--- src/rtl/piso_pkg.sv ---
// Shared types and sizing helpers for the parallel-in/serial-out transmitter.
// Build option: define PISO_PARITY_EN to append an even-parity bit to every frame.
package piso_pkg;

    // Frame sequencing states; PAR is only reachable when parity is built in.
    typedef enum logic [1:0] {
        IDLE  = 2'd0,
        SHIFT = 2'd1,
        PAR   = 2'd2
    } piso_state_t;

    // Bit-index counter width for a given frame width (at least one bit).
    function automatic int unsigned piso_cw(input int unsigned width);
        return (width > 1) ? $clog2(width) : 1;
    endfunction

    localparam int unsigned PISO_DEF_WIDTH = 8;
    localparam int unsigned PISO_CW        = piso_cw(PISO_DEF_WIDTH);

endpackage

--- src/rtl/piso_bit_counter.sv ---
// Data-bit index counter for one frame: cleared on load, advances on enable,
// saturates at WIDTH-1 and flags the last and next-to-last data bit.
module piso_bit_counter
    import piso_pkg::*;
#(
    parameter  int unsigned WIDTH = 8,
    localparam int unsigned CW    = piso_cw(WIDTH)
) (
    input  logic clk,
    input  logic rst,
    input  logic load_i,
    input  logic en_i,
    output logic tc_c_o,
    output logic pre_tc_c_o
);

    logic [CW-1:0] count_q;
    logic [CW-1:0] count_d;

    // Terminal flags decoded from the current index.
    assign tc_c_o     = (count_q == CW'(WIDTH - 1));
    assign pre_tc_c_o = (count_q == CW'(WIDTH - 2));

    // Next index: load wins, otherwise count up without wrapping.
    always_comb begin
        count_d = count_q;
        if (load_i) begin
            count_d = '0;
        end else if (en_i && !tc_c_o) begin
            count_d = count_q + CW'(1);
        end
    end

    // Index register.
    always_ff @(posedge clk or negedge rst) begin
        if (!rst) begin
            count_q <= '0;
        end else begin
            count_q <= count_d;
        end
    end

endmodule

--- src/rtl/piso_serial_tx.sv ---
// Parallel-in/serial-out transmitter: takes a WIDTH-bit word over valid/ready
// and drives it one bit per clock on q, with back-to-back frame streaming.
// Build option: define PISO_PARITY_EN to add a trailing even-parity bit.
module piso_serial_tx
    import piso_pkg::*;
#(
    parameter int unsigned WIDTH     = 8,
    parameter bit          MSB_FIRST = 1'b1
) (
    input  logic             clk,
    input  logic             rst,
    input  logic [WIDTH-1:0] din,
    input  logic             load_valid,
    output logic             load_ready,
    output logic             q,
    output logic             q_valid,
    output logic             done
);

`ifdef PISO_PARITY_EN
    localparam bit PAR_EN = 1'b1;
`else
    localparam bit PAR_EN = 1'b0;
`endif

    piso_state_t      state_q, state_d;
    logic [WIDTH-1:0] shreg_q, shreg_d;
    logic             q_q, q_d;
    logic             qv_q, qv_d;
    logic             done_q, done_d;
    logic             ready_q, ready_d;
`ifdef PISO_PARITY_EN
    logic             par_q, par_d;
`endif

    logic             accept;
    logic             cnt_load;
    logic             cnt_en;
    logic             tc;
    logic             pre_tc;
    logic             first_bit;
    logic             next_bit;
    logic [WIDTH-1:0] din_rest;
    logic [WIDTH-1:0] shreg_rest;

    assign accept     = load_valid && ready_q;
    assign load_ready = ready_q;
    assign q          = q_q;
    assign q_valid    = qv_q;
    assign done       = done_q;

    // Bit-order selection: which bit goes out next and what remains to shift.
    always_comb begin
        if (MSB_FIRST) begin
            first_bit  = din[WIDTH-1];
            next_bit   = shreg_q[WIDTH-1];
            din_rest   = {din[WIDTH-2:0], 1'b0};
            shreg_rest = {shreg_q[WIDTH-2:0], 1'b0};
        end else begin
            first_bit  = din[0];
            next_bit   = shreg_q[0];
            din_rest   = {1'b0, din[WIDTH-1:1]};
            shreg_rest = {1'b0, shreg_q[WIDTH-1:1]};
        end
    end

    piso_bit_counter #(
        .WIDTH(WIDTH)
    ) u_bit_counter (
        .clk       (clk),
        .rst       (rst),
        .load_i    (cnt_load),
        .en_i      (cnt_en),
        .tc_c_o    (tc),
        .pre_tc_c_o(pre_tc)
    );

    // Next-state and registered-output decode; an accept always opens a new frame.
    always_comb begin
        state_d  = state_q;
        shreg_d  = shreg_q;
        q_d      = 1'b0;
        qv_d     = 1'b0;
        done_d   = 1'b0;
        ready_d  = 1'b0;
        cnt_load = 1'b0;
        cnt_en   = 1'b0;
`ifdef PISO_PARITY_EN
        par_d    = par_q;
`endif

        case (state_q)
            IDLE: begin
                ready_d = 1'b1;
            end
            SHIFT: begin
                if (!tc) begin
                    q_d     = next_bit;
                    qv_d    = 1'b1;
                    shreg_d = shreg_rest;
                    cnt_en  = 1'b1;
                    ready_d = pre_tc && !PAR_EN;
                end else begin
`ifdef PISO_PARITY_EN
                    state_d = PAR;
                    q_d     = par_q;
                    qv_d    = 1'b1;
                    ready_d = 1'b1;
`else
                    state_d = IDLE;
                    done_d  = 1'b1;
                    ready_d = 1'b1;
`endif
                end
            end
`ifdef PISO_PARITY_EN
            PAR: begin
                state_d = IDLE;
                done_d  = 1'b1;
                ready_d = 1'b1;
            end
`endif
            default: begin
                state_d = IDLE;
                ready_d = 1'b1;
            end
        endcase

        if (accept) begin
            state_d  = SHIFT;
            shreg_d  = din_rest;
            q_d      = first_bit;
            qv_d     = 1'b1;
            ready_d  = 1'b0;
            cnt_load = 1'b1;
`ifdef PISO_PARITY_EN
            par_d    = ^din;
`endif
        end
    end

    // State and output registers.
    always_ff @(posedge clk or negedge rst) begin
        if (!rst) begin
            state_q <= IDLE;
            shreg_q <= '0;
            q_q     <= 1'b0;
            qv_q    <= 1'b0;
            done_q  <= 1'b0;
            ready_q <= 1'b1;
        end else begin
            state_q <= state_d;
            shreg_q <= shreg_d;
            q_q     <= q_d;
            qv_q    <= qv_d;
            done_q  <= done_d;
            ready_q <= ready_d;
        end
    end

`ifdef PISO_PARITY_EN
    // Parity of the accepted word, held for the trailing parity cycle.
    always_ff @(posedge clk or negedge rst) begin
        if (!rst) begin
            par_q <= 1'b0;
        end else begin
            par_q <= par_d;
        end
    end
`endif

endmodule
--- config.mk ---
export PLATFORM = sky130hd
export DESIGN_NAME = piso_serial_tx
export DESIGN_NICKNAME = d
export VERILOG_FILES = /design/src/rtl/piso_pkg.sv /design/src/rtl/piso_bit_counter.sv /design/src/rtl/piso_serial_tx.sv
export SDC_FILE = /design/constraint.sdc
export NUM_CORES = 1
export LEC_CHECK = 0
export CORE_UTILIZATION = 50
export DETAILED_ROUTE_END_ITERATION = 10
export GPL_ROUTABILITY_DRIVEN = 0
export GPL_TIMING_DRIVEN = 0
export PLACE_DENSITY = 0.86
export RECOVER_POWER = 50
export SYNTH_ARGS = -nofsm -noshare
export SYNTH_HDL_FRONTEND = slang
export SYNTH_HIERARCHICAL = 1
export SYNTH_SLANG_ARGS = --single-unit
--- constraint.sdc ---
create_clock -name clk -period 2.5 [get_ports clk]
set_input_delay 0.5 -clock clk [delete_from_list [all_inputs] [get_ports clk]]
set_output_delay 0.5 -clock clk [all_outputs]
set_load 0.01 [all_outputs]
==> flow_metrics.tcl <==
set metrics [dict create \
    outcome "completed" \
    startpoint_type "register" \
    maxSlewViolCount 0 \
    wl_per_cell_um 12.6 \
    switching_power_w 0.000342 \
    min_period_over_period 0.736 \
    seqPwrFrac 0.396 \
    fin_skew_ps 5.71 \
    netlist_area_um2 732 \
    grt_pass1_wl_um 1790 \
    netlist_top_cells_area "dfrtp_1 (48%), mux2i_1 (8.2%), o21ai_0 (5.5%), ha_1 (5.1%), nand2_1 (4.6%)" \
    worstPathRequired_ps 2000 \
    power_frac_comb 0.475 \
    postCtsHoldBufs 0 \
    area_growth_pct 25.1 \
    die_h_um 40.3 \
    hold_viol 0 \
    p_per_area_mw_per_mm2 1130 \
    clk_pin_slew_ps 90 \
    ys_ff_latch 15 \
    clock-sinks 15 \
    grt_max_degree 16 \
    clock_power_share 0.129 \
    gr-total-overflow 0 \
    clk_path_buf_depth 2 \
    cp_slowest_cell "dfstp_2" \
    yosysWarnings 6 \
    cp_num_buf_inv 1 \
    drt-pass1-iter-count 4 \
    grt_pass1_vias 440 \
    grt_use_total 0.176 \
    synth_seq_area_share 0.515 \
    numPortBuffers 14 \
    ys.flop_type "dfrtp_1" \
    final-setup-viol-count 0 \
    cp_top_family "flip-flops" \
    antenna_found_initial 0 \
    worstPathCellList "clkdlybuf4s50_1" \
    num-nets-final 97 \
    synth_edf_count 0 \
    drt-vias-per-instance 5.24 \
    synth_top_area_share 0.479 \
    cts.repair.resized 0 \
    cp-end-kind "output port" \
    p_leak_nw 0.444 \
    ant_nets 0 \
    tns_ps 0 \
    fin_crit_ps 1840 \
    crit_fanout 2 \
    netlist_instances 64 \
    hpwl_um 906 \
    crit_type "reg -> out" \
    syn-num-nets 78 \
    fmax_mhz 543 \
    drc_errors 0 \
    design.die.area_mm2 0.00162 \
    start_util 0.549 \
    cts_tree "built" \
    tightest_slew_ps 668 \
    clockRootBuffer "clkbuf_4" \
    final_common_cell "dfrtp_1" \
    ctsHtreeMaxLevel 1 \
    yosysTopAreaCell "dfrtp_1" \
    die_x_um 40.3 \
    peakVddDrop_mv 0.634 \
    synth_area_per_cell_um2 11.4 \
    final.setup.worst_slack_ps 660 \
    antenna_cells 0 \
    timing.max_cap.violations 0 \
    vias 508 \
    cts_buffers 3 \
    rows 13 \
    switching_share 0.330 \
    design.portCount 15 \
    grt_setup_unrepaired "no" \
    drt_wl_total_um 1230 \
    max_slew_margin 0.553 \
    preCtsSetupSlack_ps 544 \
    layout-drive-gt1-share 0.183 \
    cts_setup_buffers 0 \
    synthArstFlopShare 1.00 \
    max_stage_delay_ps 540 \
    drt_iter0_drc 4 \
    crit_arrival_ps 1340 \
    yosys.cell_types.count 21 \
    layout_common_cells "dfrtp_1 (14), clkdlybuf4s50_1 (13), nand2_1 (9), o21ai_0 (8), mux2i_1 (6)" \
    intPower_w 0.000695 \
    hold_path_class "reg -> reg" \
    clkLatencyLatePin_ps 280 \
    coreArea_mm2 0.00133 \
]
==> sequential cells by signal, indices dropped and copies added (netlist names) <==
signal,count
state_q,1
q_valid,1
u_bit_counter/count_q,3
load_ready,1
shreg_q,7
done,1
q,1
==> cell families (layout without fill, tap and decap cells) <==
logic type      Yosys count  after routing  synth area share
compound gates           10             10            0.0735
fa+ha+maj                 3              3            0.0513
buf+inv                   6             24            0.0530
flops                    15             15             0.515
mux                       8              8             0.123
simple gates             22             22             0.185
==> layer usage <==
layer,track usage,vias to the layer above,part of all wire
li1,-,246,-
met1,0.203,246,0.45
met2,0.290,14,0.49
met3,0.0500,2,0.038
met4,0.100,0,0.013
met5,0,-,0
==> final timing paths <==
kind | from | endpoint | slack, ps | cells past startpoint
max in group asynchronous | rst | shreg_q[6]$_DFFE_PN0P_ | 1380 | 1
worst max-delay path | load_ready$_DFF_PN1_ | load_ready | 660 | 1
worst max register to register | u_bit_counter/count_q[0]$_DFFE_PN0P_ | u_bit_counter/count_q[0]$_DFFE_PN0P_ | 700 | 6
min in group asynchronous | rst | state_q[0]$_DFFE_PN0P_ | 690 | 1
worst min-delay path | state_q[0]$_DFFE_PN0P_ | done$_DFF_PN0_ | 510 | 1
worst min register to register | state_q[0]$_DFFE_PN0P_ | done$_DFF_PN0_ | 510 | 1
==> synth_stat cells (all sizes together), types with 2 or more instances <==
cell type and number:
mux2i 6, and2 3, nand2 9, or2 2
nor2b 4, mux2 2, ha 3, o21ai 9
nor2 2, buf 3, dfrtp 14, inv 3
==> power groups by stage <==
stage                     clock network, W  logic, W  registers [W]
final                             0.000134  0.000492       0.000410
after floorplan                          0  0.000366       0.000410
after global placement                   0  0.000486       0.000405
after detailed placement                 0  0.000509       0.000414
after CTS                         0.000136  0.000510       0.000409
after global routing              0.000150  0.000547       0.000422
==> final cells by class <==
cell class	count	area [um^2]
Fill cell	100	418
Clock inverter	1	5.00
Multi-Input combinational cell	43	314
Buffer	3	27.5
Sequential cell	15	377
Inverter	3	11.3
Clock buffer	3	22.5
Tap cell	15	18.8
Timing Repair Buffer	14	140
==> through the flow <==
stage               hold slack [ps]  instances   util  total power, W  instance area [um^2]
finish                          508         97  0.687         0.00104                   916
global route                    552         97  0.687         0.00112                   916
CTS                             507         97  0.689         0.00106                   918
detailed placement              485         93  0.668        0.000923                   891
global placement                465         93  0.668        0.000891                   891
floorplan                       204         64      -        0.000777                   732
No activity file was read; power rests on OpenSTA's default activity.
